$ cat src/rtl/alu_ctrl_stage.sv
// ID-stage ALU control decoder with a registered ID/EX boundary.
// Produces the ALU op code and operand-steering flags, plus a saturating count of unsupported instructions.
module alu_ctrl_stage #(
    parameter int CNT_WIDTH = 8
) (
    input  logic                 CLK,
    input  logic                 Reset,
    input  logic [31:0]          InstrID,
    input  logic                 ValidID,
    input  logic                 Stall,
    input  logic                 Flush,
    output logic                 ValidEX,
    output logic [3:0]           ALUCtrlEX,
    output logic                 ALUSrcImmEX,
    output logic                 SignExtEX,
    output logic                 ShamtSelEX,
    output logic                 ShiftSwapEX,
    output logic [4:0]           ShamtEX,
    output logic                 IllegalEX,
    output logic [CNT_WIDTH-1:0] IllegalCount
);

    typedef enum logic [3:0] {
        OP_AND  = 4'b0000,
        OP_OR   = 4'b0001,
        OP_ADD  = 4'b0010,
        OP_SLL  = 4'b0011,
        OP_SRL  = 4'b0100,
        OP_SUB  = 4'b0110,
        OP_SLT  = 4'b0111,
        OP_ADDU = 4'b1000,
        OP_SUBU = 4'b1001,
        OP_XOR  = 4'b1010,
        OP_SLTU = 4'b1011,
        OP_NOR  = 4'b1100,
        OP_SRA  = 4'b1101,
        OP_LUI  = 4'b1110
    } aluOp_e;

    logic [5:0] opcode;
    logic [5:0] funct;
    aluOp_e     aluCtrl;
    logic       aluSrcImm;
    logic       signExt;
    logic       shamtSel;
    logic       shiftSwap;
    logic       illegal;
    logic       unusedInstrBits;

    assign opcode          = InstrID[31:26];
    assign funct           = InstrID[5:0];
    assign unusedInstrBits = ^InstrID[25:11];

    // Shifts route rt onto BusA so the ALU always computes BusA shifted by BusB.
    always_comb begin
        aluCtrl   = OP_ADD;
        aluSrcImm = 1'b0;
        signExt   = 1'b0;
        shamtSel  = 1'b0;
        shiftSwap = 1'b0;
        illegal   = 1'b0;
        unique case (opcode)
            6'b000000: begin
                unique case (funct)
                    6'b000000: begin aluCtrl = OP_SLL; shamtSel = 1'b1; shiftSwap = 1'b1; end
                    6'b000010: begin aluCtrl = OP_SRL; shamtSel = 1'b1; shiftSwap = 1'b1; end
                    6'b000011: begin aluCtrl = OP_SRA; shamtSel = 1'b1; shiftSwap = 1'b1; end
                    6'b000100: begin aluCtrl = OP_SLL; shiftSwap = 1'b1; end
                    6'b000110: begin aluCtrl = OP_SRL; shiftSwap = 1'b1; end
                    6'b000111: begin aluCtrl = OP_SRA; shiftSwap = 1'b1; end
                    6'b100000: aluCtrl = OP_ADD;
                    6'b100001: aluCtrl = OP_ADDU;
                    6'b100010: aluCtrl = OP_SUB;
                    6'b100011: aluCtrl = OP_SUBU;
                    6'b100100: aluCtrl = OP_AND;
                    6'b100101: aluCtrl = OP_OR;
                    6'b100110: aluCtrl = OP_XOR;
                    6'b100111: aluCtrl = OP_NOR;
                    6'b101010: aluCtrl = OP_SLT;
                    6'b101011: aluCtrl = OP_SLTU;
                    default:   illegal = 1'b1;
                endcase
            end
            6'b001000: begin aluCtrl = OP_ADD;  aluSrcImm = 1'b1; signExt = 1'b1; end
            6'b001001: begin aluCtrl = OP_ADDU; aluSrcImm = 1'b1; signExt = 1'b1; end
            6'b001010: begin aluCtrl = OP_SLT;  aluSrcImm = 1'b1; signExt = 1'b1; end
            6'b001011: begin aluCtrl = OP_SLTU; aluSrcImm = 1'b1; signExt = 1'b1; end
            6'b001100: begin aluCtrl = OP_AND;  aluSrcImm = 1'b1; end
            6'b001101: begin aluCtrl = OP_OR;   aluSrcImm = 1'b1; end
            6'b001110: begin aluCtrl = OP_XOR;  aluSrcImm = 1'b1; end
            6'b001111: begin aluCtrl = OP_LUI;  aluSrcImm = 1'b1; end
            6'b100011,
            6'b101011: begin aluCtrl = OP_ADD;  aluSrcImm = 1'b1; signExt = 1'b1; end
            6'b000100,
            6'b000101: begin aluCtrl = OP_SUB;  signExt = 1'b1; end
            default:   illegal = 1'b1;
        endcase
    end

    // Flush beats Stall so a squashed slot never lingers in EX while the pipe is held.
    always_ff @(posedge CLK) begin
        if (Reset || Flush) begin
            ValidEX     <= 1'b0;
            ALUCtrlEX   <= OP_AND;
            ALUSrcImmEX <= 1'b0;
            SignExtEX   <= 1'b0;
            ShamtSelEX  <= 1'b0;
            ShiftSwapEX <= 1'b0;
            ShamtEX     <= 5'd0;
            IllegalEX   <= 1'b0;
        end else if (!Stall) begin
            ValidEX     <= ValidID;
            ALUCtrlEX   <= aluCtrl;
            ALUSrcImmEX <= aluSrcImm;
            SignExtEX   <= signExt;
            ShamtSelEX  <= shamtSel;
            ShiftSwapEX <= shiftSwap;
            ShamtEX     <= InstrID[10:6];
            IllegalEX   <= illegal & ValidID;
        end
    end

    // Debug counter sticks at all-ones rather than wrapping.
    always_ff @(posedge CLK) begin
        if (Reset) begin
            IllegalCount <= '0;
        end else if (!Flush && !Stall && ValidID && illegal &&
                     (IllegalCount != {CNT_WIDTH{1'b1}})) begin
            IllegalCount <= IllegalCount + CNT_WIDTH'(1);
        end
    end

endmodule

$ cat config.mk
export PLATFORM = sky130hd
export DESIGN_NAME = alu_ctrl_stage
export DESIGN_NICKNAME = d
export VERILOG_FILES = /design/src/rtl/alu_ctrl_stage.sv
export SDC_FILE = /design/constraint.sdc
export NUM_CORES = 1
export LEC_CHECK = 0
export CAP_MARGIN = 20
export CORE_MARGIN = 4
export CORE_UTILIZATION = 25
export CTS_CLUSTER_SIZE = 14
export DETAILED_ROUTE_END_ITERATION = 6
export HOLD_SLACK_MARGIN = 0.02
export SKIP_CTS_REPAIR_TIMING = 1
export SLEW_MARGIN = 20
export SYNTH_ARGS = -nofsm -noshare
export SYNTH_HDL_FRONTEND = slang
export SYNTH_SLANG_ARGS = --single-unit
$ cat constraint.sdc
create_clock -name CLK -period 4.5 [get_ports CLK]
set_input_delay 0.9 -clock CLK [delete_from_list [all_inputs] [get_ports CLK]]
set_output_delay 0.9 -clock CLK [all_outputs]
set_load 0.02 [all_outputs]
======== Yosys cells after proc, flatten, opt, wreduce, memory -nomap -nowiden ========
Index checks and enable logic that the tools add are counted.
word-level totals
  register bits ........................... 23
  output and inout bits ................... 23
  input port bits ......................... 37
cells by class
  add/subtract/negate cells ............... 1
  reductions and logical operators ........ 19
  equal/unequal tests ..................... 28
  multiplexer cells ....................... 10
  bitwise operators ....................... 1
operators by type and width
  operator                                             number
  equality test 6 bit, second input constant           12
  equality test 6 x 4 -> 1 bit, second input constant  8
  one-hot mux 4 bit (12 select lines)                  1
  one-hot mux 4 bit (9 select lines)                   1
  equality test 6 x 3 -> 1 bit, second input constant  5
  OR reduction 16 bit                                  1
  equality test 6 x 2 -> 1 bit, second input constant  2
  zero test 6 bit                                      2
  OR reduction 12 bit                                  1
  OR reduction 10 bit                                  1
  adder 8 x 1 -> 8 bit, second input constant          1
  != test 8 bit, second input constant                 1
  OR reduction 2 bit                                   4
  OR reduction 8 bit                                   1
  2-to-1 mux 1 bit                                     7
  OR reduction 6 bit                                   1
  logical AND 1 bit                                    4
  OR reduction 3 bit                                   1
  zero test 1 bit                                      2
  one-hot mux 1 bit (2 select lines)                   1
  bitwise AND 1 bit                                    1
  logical OR 1 bit                                     1

======== Longest topological paths before layout ========
  word-level depth ........................ 6
  depth in mapped cells ................... 7
  mapped depth without buffers ............ 6

======== Least setup slack after synthesis ========
OpenSTA, ideal clock, no wires.
  kind .................................... input -> register
  from .................................... input InstrID[27]
  to ...................................... register IllegalCount[6]
  arrival time ............................ 2,590 ps
  library setup time ...................... 122 ps
  path buffers ............................ 1
  setup slack ............................. 1,788 ps
  cell stages on the path ................. 6
  cells stage by stage .................... buf_6 -> nor4_4 -> nand2_1 -> o311a_1 -> or4_1 -> o311a_1
between the ends
  word-level cells in the longest chain between the ends .. 5
ends and longest elaborated chain
  item                                                  RTL line  text
  start, declared                                       8         input logic [31:0] InstrID,
  equality test 6 x 3 -> 1 bit (tied with other cells)  62        unique case (opcode)
  OR reduction 12 bit (no line)                         -
  one-hot mux 1 bit (2 select lines) (*)                62
  logical AND 1 bit (*) (2 in a row)                    127       end else if (!Flush && !Stall && ValidID && illegal &&
  end signal, assigned                                  129       IllegalCount <= IllegalCount + CNT_WIDTH'(1);
  end, declared                                         20        output logic [CNT_WIDTH-1:0] IllegalCount
Mark *: on every way between the ends. The rest lies on a longest branch, timed or not.
A chain may end at the register's enable or synchronous reset.

======== Worst setup path after layout ========
Same ends and word-level chain as after synthesis.

==> impl_results.md <==
* Placement row count at 26
* Most used flip-flop cell after synthesis: sky130_fd_sc_hd__dfxtp_1
* Routed len/inst at ~12 um
* Number of instances on the worst hold path at 2
* Fin. max-slew vios at 0
* Fraction of final layout cells sized beyond drive strength 1 at 0.0485
* Overall power of the completed layout at around 0.42 mW
* Antenna cells at 0
* Initial cell density of the core at 0.262
* End of the worst hold path: ShiftSwapEX$_SDFFE_PP0N_
* Number of instances in the synthesized netlist at 169
* Count of distinct cell types in the synthesized netlist at 46
* Launch instance of the worst register-to-register path: IllegalCount[0]$_SDFFE_PP0P_
* Critical path class: input pin to flip-flop
* Iteration-0 DRC count of the detailed router at 58
* Share of synthesized registers carrying an async set or reset at 0
* Fin Setup TNS at 0 ps
* Width of the chip at 81.8 um
* Number of placed I/O pins at 60
* Worst setup path startpoint: InstrID[27]
* CTS clk-pin slew, worst paths at ~80 ps
* Placed inst area at 1840 sq um
* Relative slew margins at 0.690
* Number of enable flip-flop cells after synthesis at 0
* Min Clock Period, post-route at 3300 ps
* Critical Path End Type: flip-flop
* Maximum fanout encountered on the critical timing path at 14
* Final clock period utilization by the worst path at 0.734
* Number of global-route vias before repair at 1,224
* Most used cell, CP: sky130_fd_sc_hd__o311a_1
* Final antenna-violating net count at 0
* RSZ-0062 raised after global routing: false
* Die Footprint at 6700 sq um
* Run status: finished, final reports clean
* Wire length reported by the detailed router at 3410 um
* Top cells by area, synth: sky130_fd_sc_hd__dfxtp_1, sky130_fd_sc_hd__nor2_1, sky130_fd_sc_hd__mux2i_1
* CP max stage cell: sky130_fd_sc_hd__clkdlybuf4s50_1
* Worst Min Path Start: ShiftSwapEX$_SDFFE_PP0N_
* Post-synthesis cell type with the largest combined area: sky130_fd_sc_hd__dfxtp_1
* Static leakage power at 0.631 nW
* TritonCTS Buffers at 3
* Wire length of the first global-routing pass at 5550 um
* Worst Reg-to-Reg Cells at 6
* Ordered list of cells on the worst path: clkdlybuf4s50_1, nor4_4, nand2_1, o311a_1, or4_1, o311a_1
* Sequential share of the synthesized area at 0.338
* Maximum number of pins on one net before global-route repair at 22
* Die height at 81.8 um
* Worst IR drop on VDD at 0.0000921 V
* Data arrival time at the worst-slack endpoint at around 3500 ps
* CTS tree: built
* Count of nets after finishing at 245
* Clock root buffer: sky130_fd_sc_hd__clkbuf_8
* Vias per std cell at 4.76
* Hold violation count in the final report at 0
* Top delay family on crit path: simple AND/OR/NAND/NOR gates
* Highest achievable clock rate at slightly above 300 MHz
* Layout-stage area growth over the synthesis result at 38.3%
* Via Count at 1,313
* GRT Total Usage at 0.104
* Kind of launch point of the worst setup path: input pin
* CTS max path bufs at 2
* Overflow left after global routing at 0
* Yosys top cell area share at 0.338
* Netlist Area Pre-Place at about 1400 sq um
* Type of the worst min-delay path: flip-flop to flip-flop
* Count of buffers inserted at the top-level ports at 44
* Design area at 1880 sq um
* Worst Path Buf+Inv at 1
* Mean post-synth cell area at between 8 and 9 sq um
* Post-Route Skew at 2.64 ps
* Max Cap Violations at 0
* CTS Sinks at 23
* Worst-margin pin slew at 466 ps
* Weighted congestion reported at the end of routability-driven placement at 0.840
* Final HPWL DP at 2580 um
* Core area at approximately 5200 sq um
* Data required time at the worst endpoint at 4650 ps
* Synth Register Bits at 23
* Remaining routing DRC violations at 0
* R2R setup slack at 2670 ps
* Insertion delay of the later-clocked pin in the worst-skew pair at 260 ps
* RR Endpoint: IllegalCount[0]$_SDFFE_PP0P_
* Number of endpoints failing setup at the final stage at 0
* Synth Net Count at 207
* Synth warn at 0
* CTS HTree Levels at 1
* Number of optimization iterations in the first detailed-route pass at 4
* Worst path max stage delay at 610 ps
* Power density over the cells at about 220 nW/um^2
* Initial antenna violation count at 0
cell type report:
class	instances	area, sq um
inverter	7	26.3
fill	561	3320
multi-input combinational	127	816
clock buffer	3	41.3
clock inverter	1	5.00
tap	70	87.6
sequential	23	460
timing repair buffer	45	448
kinds of logic (layout without fill, tap and decap cells):
logic type | after synthesis | in the layout | share of synthesized area
AOI/OAI and AO/OA | 40 | 40 | 0.208
xor gates and xnor gates | 2 | 2 | 0.0129
adders and majority gates | 1 | 1 | 0.00918
buffers and inverters | 19 | 56 | 0.0634
DFF | 23 | 23 | 0.338
muxes | 9 | 9 | 0.0680
and+or+nand+nor | 75 | 75 | 0.300
worst max path at each step:
stage | endpoint | slack (ps) | depth (start not counted)
finish | IllegalCount[6]$_SDFFE_PP0P_ | 1200 | 6
global route | IllegalCount[6]$_SDFFE_PP0P_ | 1040 | 6
CTS | IllegalCount[6]$_SDFFE_PP0P_ | 1210 | 6
detailed placement | IllegalCount[6]$_SDFFE_PP0P_ | 930 | 6
global placement | IllegalCount[6]$_SDFFE_PP0P_ | 950 | 6
floorplan | IllegalCount[6]$_SDFFE_PP0P_ | 1790 | 6
power by group:
part           internal [mW]  leakage (nW)  switching (mW)
Sequential             0.207         0.186         0.00218
Combinational         0.0393         0.419          0.0405
Clock                 0.0617        0.0255          0.0651
per-layer routing:
metal / track usage / vias up / share of wire
li1: - / 688 / -
met2: 0.155 / 39 / 0.43
met5: 0 / - / 0
met3: 0.0274 / 2 / 0.076
met1: 0.150 / 584 / 0.50
met4: 0.0199 / 0 / 0.0029
sequential cells by signal, indices dropped and copies added (netlist names):
signal	cells
ShiftSwapEX	1
IllegalEX	1
ALUSrcImmEX	1
ShamtEX	5
IllegalCount	8
ALUCtrlEX	4
SignExtEX	1
ShamtSelEX	1
ValidEX	1
through the flow:
| stage | worst slack, ps | std cells | util | hold WS (ps) |
|---|---|---|---|---|
| 2_1_floorplan | 1790 | 169 | - | 541 |
| 3_3_place_gp | 951 | 272 | 0.353 | 458 |
| 3_5_place_dp | 927 | 272 | 0.353 | 461 |
| 4_1_cts | 1210 | 276 | 0.362 | 474 |
| 5_1_grt | 1040 | 276 | 0.362 | 499 |
| 6_report | 1200 | 276 | 0.362 | 471 |
worst min-delay path, cell delays in order (launching register included):
cell and delay, ps:
sky130_fd_sc_hd__dfxtp_1 310, sky130_fd_sc_hd__nand2_1 60, sky130_fd_sc_hd__a21oi_1 60
synth_stat cells (2+ instances only):
| master | number |
|---|---|
| sky130_fd_sc_hd__nor3_1 | 3 |
| sky130_fd_sc_hd__nand2b_1 | 4 |
| sky130_fd_sc_hd__nor3b_1 | 2 |
| sky130_fd_sc_hd__a21boi_0 | 2 |
| sky130_fd_sc_hd__a221oi_1 | 2 |
| sky130_fd_sc_hd__or3b_1 | 2 |
| sky130_fd_sc_hd__buf_6 | 2 |
| sky130_fd_sc_hd__xor2_1 | 2 |
| sky130_fd_sc_hd__dfxtp_1 | 23 |
| sky130_fd_sc_hd__inv_1 | 7 |
| sky130_fd_sc_hd__o31ai_1 | 5 |
| sky130_fd_sc_hd__clkbuf_1 | 8 |
| sky130_fd_sc_hd__or4_1 | 6 |
| sky130_fd_sc_hd__nor2b_1 | 4 |
| sky130_fd_sc_hd__mux2i_1 | 7 |
| sky130_fd_sc_hd__nand2_1 | 15 |
| sky130_fd_sc_hd__or2_2 | 2 |
| sky130_fd_sc_hd__nand4b_1 | 3 |
| sky130_fd_sc_hd__nor2_1 | 22 |
| sky130_fd_sc_hd__a2bb2oi_1 | 2 |
| sky130_fd_sc_hd__buf_1 | 2 |
| sky130_fd_sc_hd__nand3b_1 | 2 |
| sky130_fd_sc_hd__a21oi_1 | 13 |
| sky130_fd_sc_hd__o21ai_0 | 2 |
| sky130_fd_sc_hd__nand3_1 | 5 |
| sky130_fd_sc_hd__o311a_1 | 2 |
layout by cell type, fill, tap and decap left out, types with 3 or more instances in the layout:
master                            synthesis  layout
sky130_fd_sc_hd__inv_1                    7       7
sky130_fd_sc_hd__o31ai_1                  5       5
sky130_fd_sc_hd__nand4b_1                 3       3
sky130_fd_sc_hd__nand2b_1                 4       4
sky130_fd_sc_hd__dfxtp_1                 23      23
sky130_fd_sc_hd__mux2i_1                  7       7
sky130_fd_sc_hd__clkdlybuf4s50_1          0      44
sky130_fd_sc_hd__nand2_1                 15      15
sky130_fd_sc_hd__or4_1                    6       6
sky130_fd_sc_hd__nand3_1                  5       5
sky130_fd_sc_hd__nor2_1                  22      22
sky130_fd_sc_hd__nor2b_1                  4       4
sky130_fd_sc_hd__nor3_1                   3       3
sky130_fd_sc_hd__clkbuf_8                 0       3
sky130_fd_sc_hd__a21oi_1                 13      13
(Power assumes the default switching activity.)
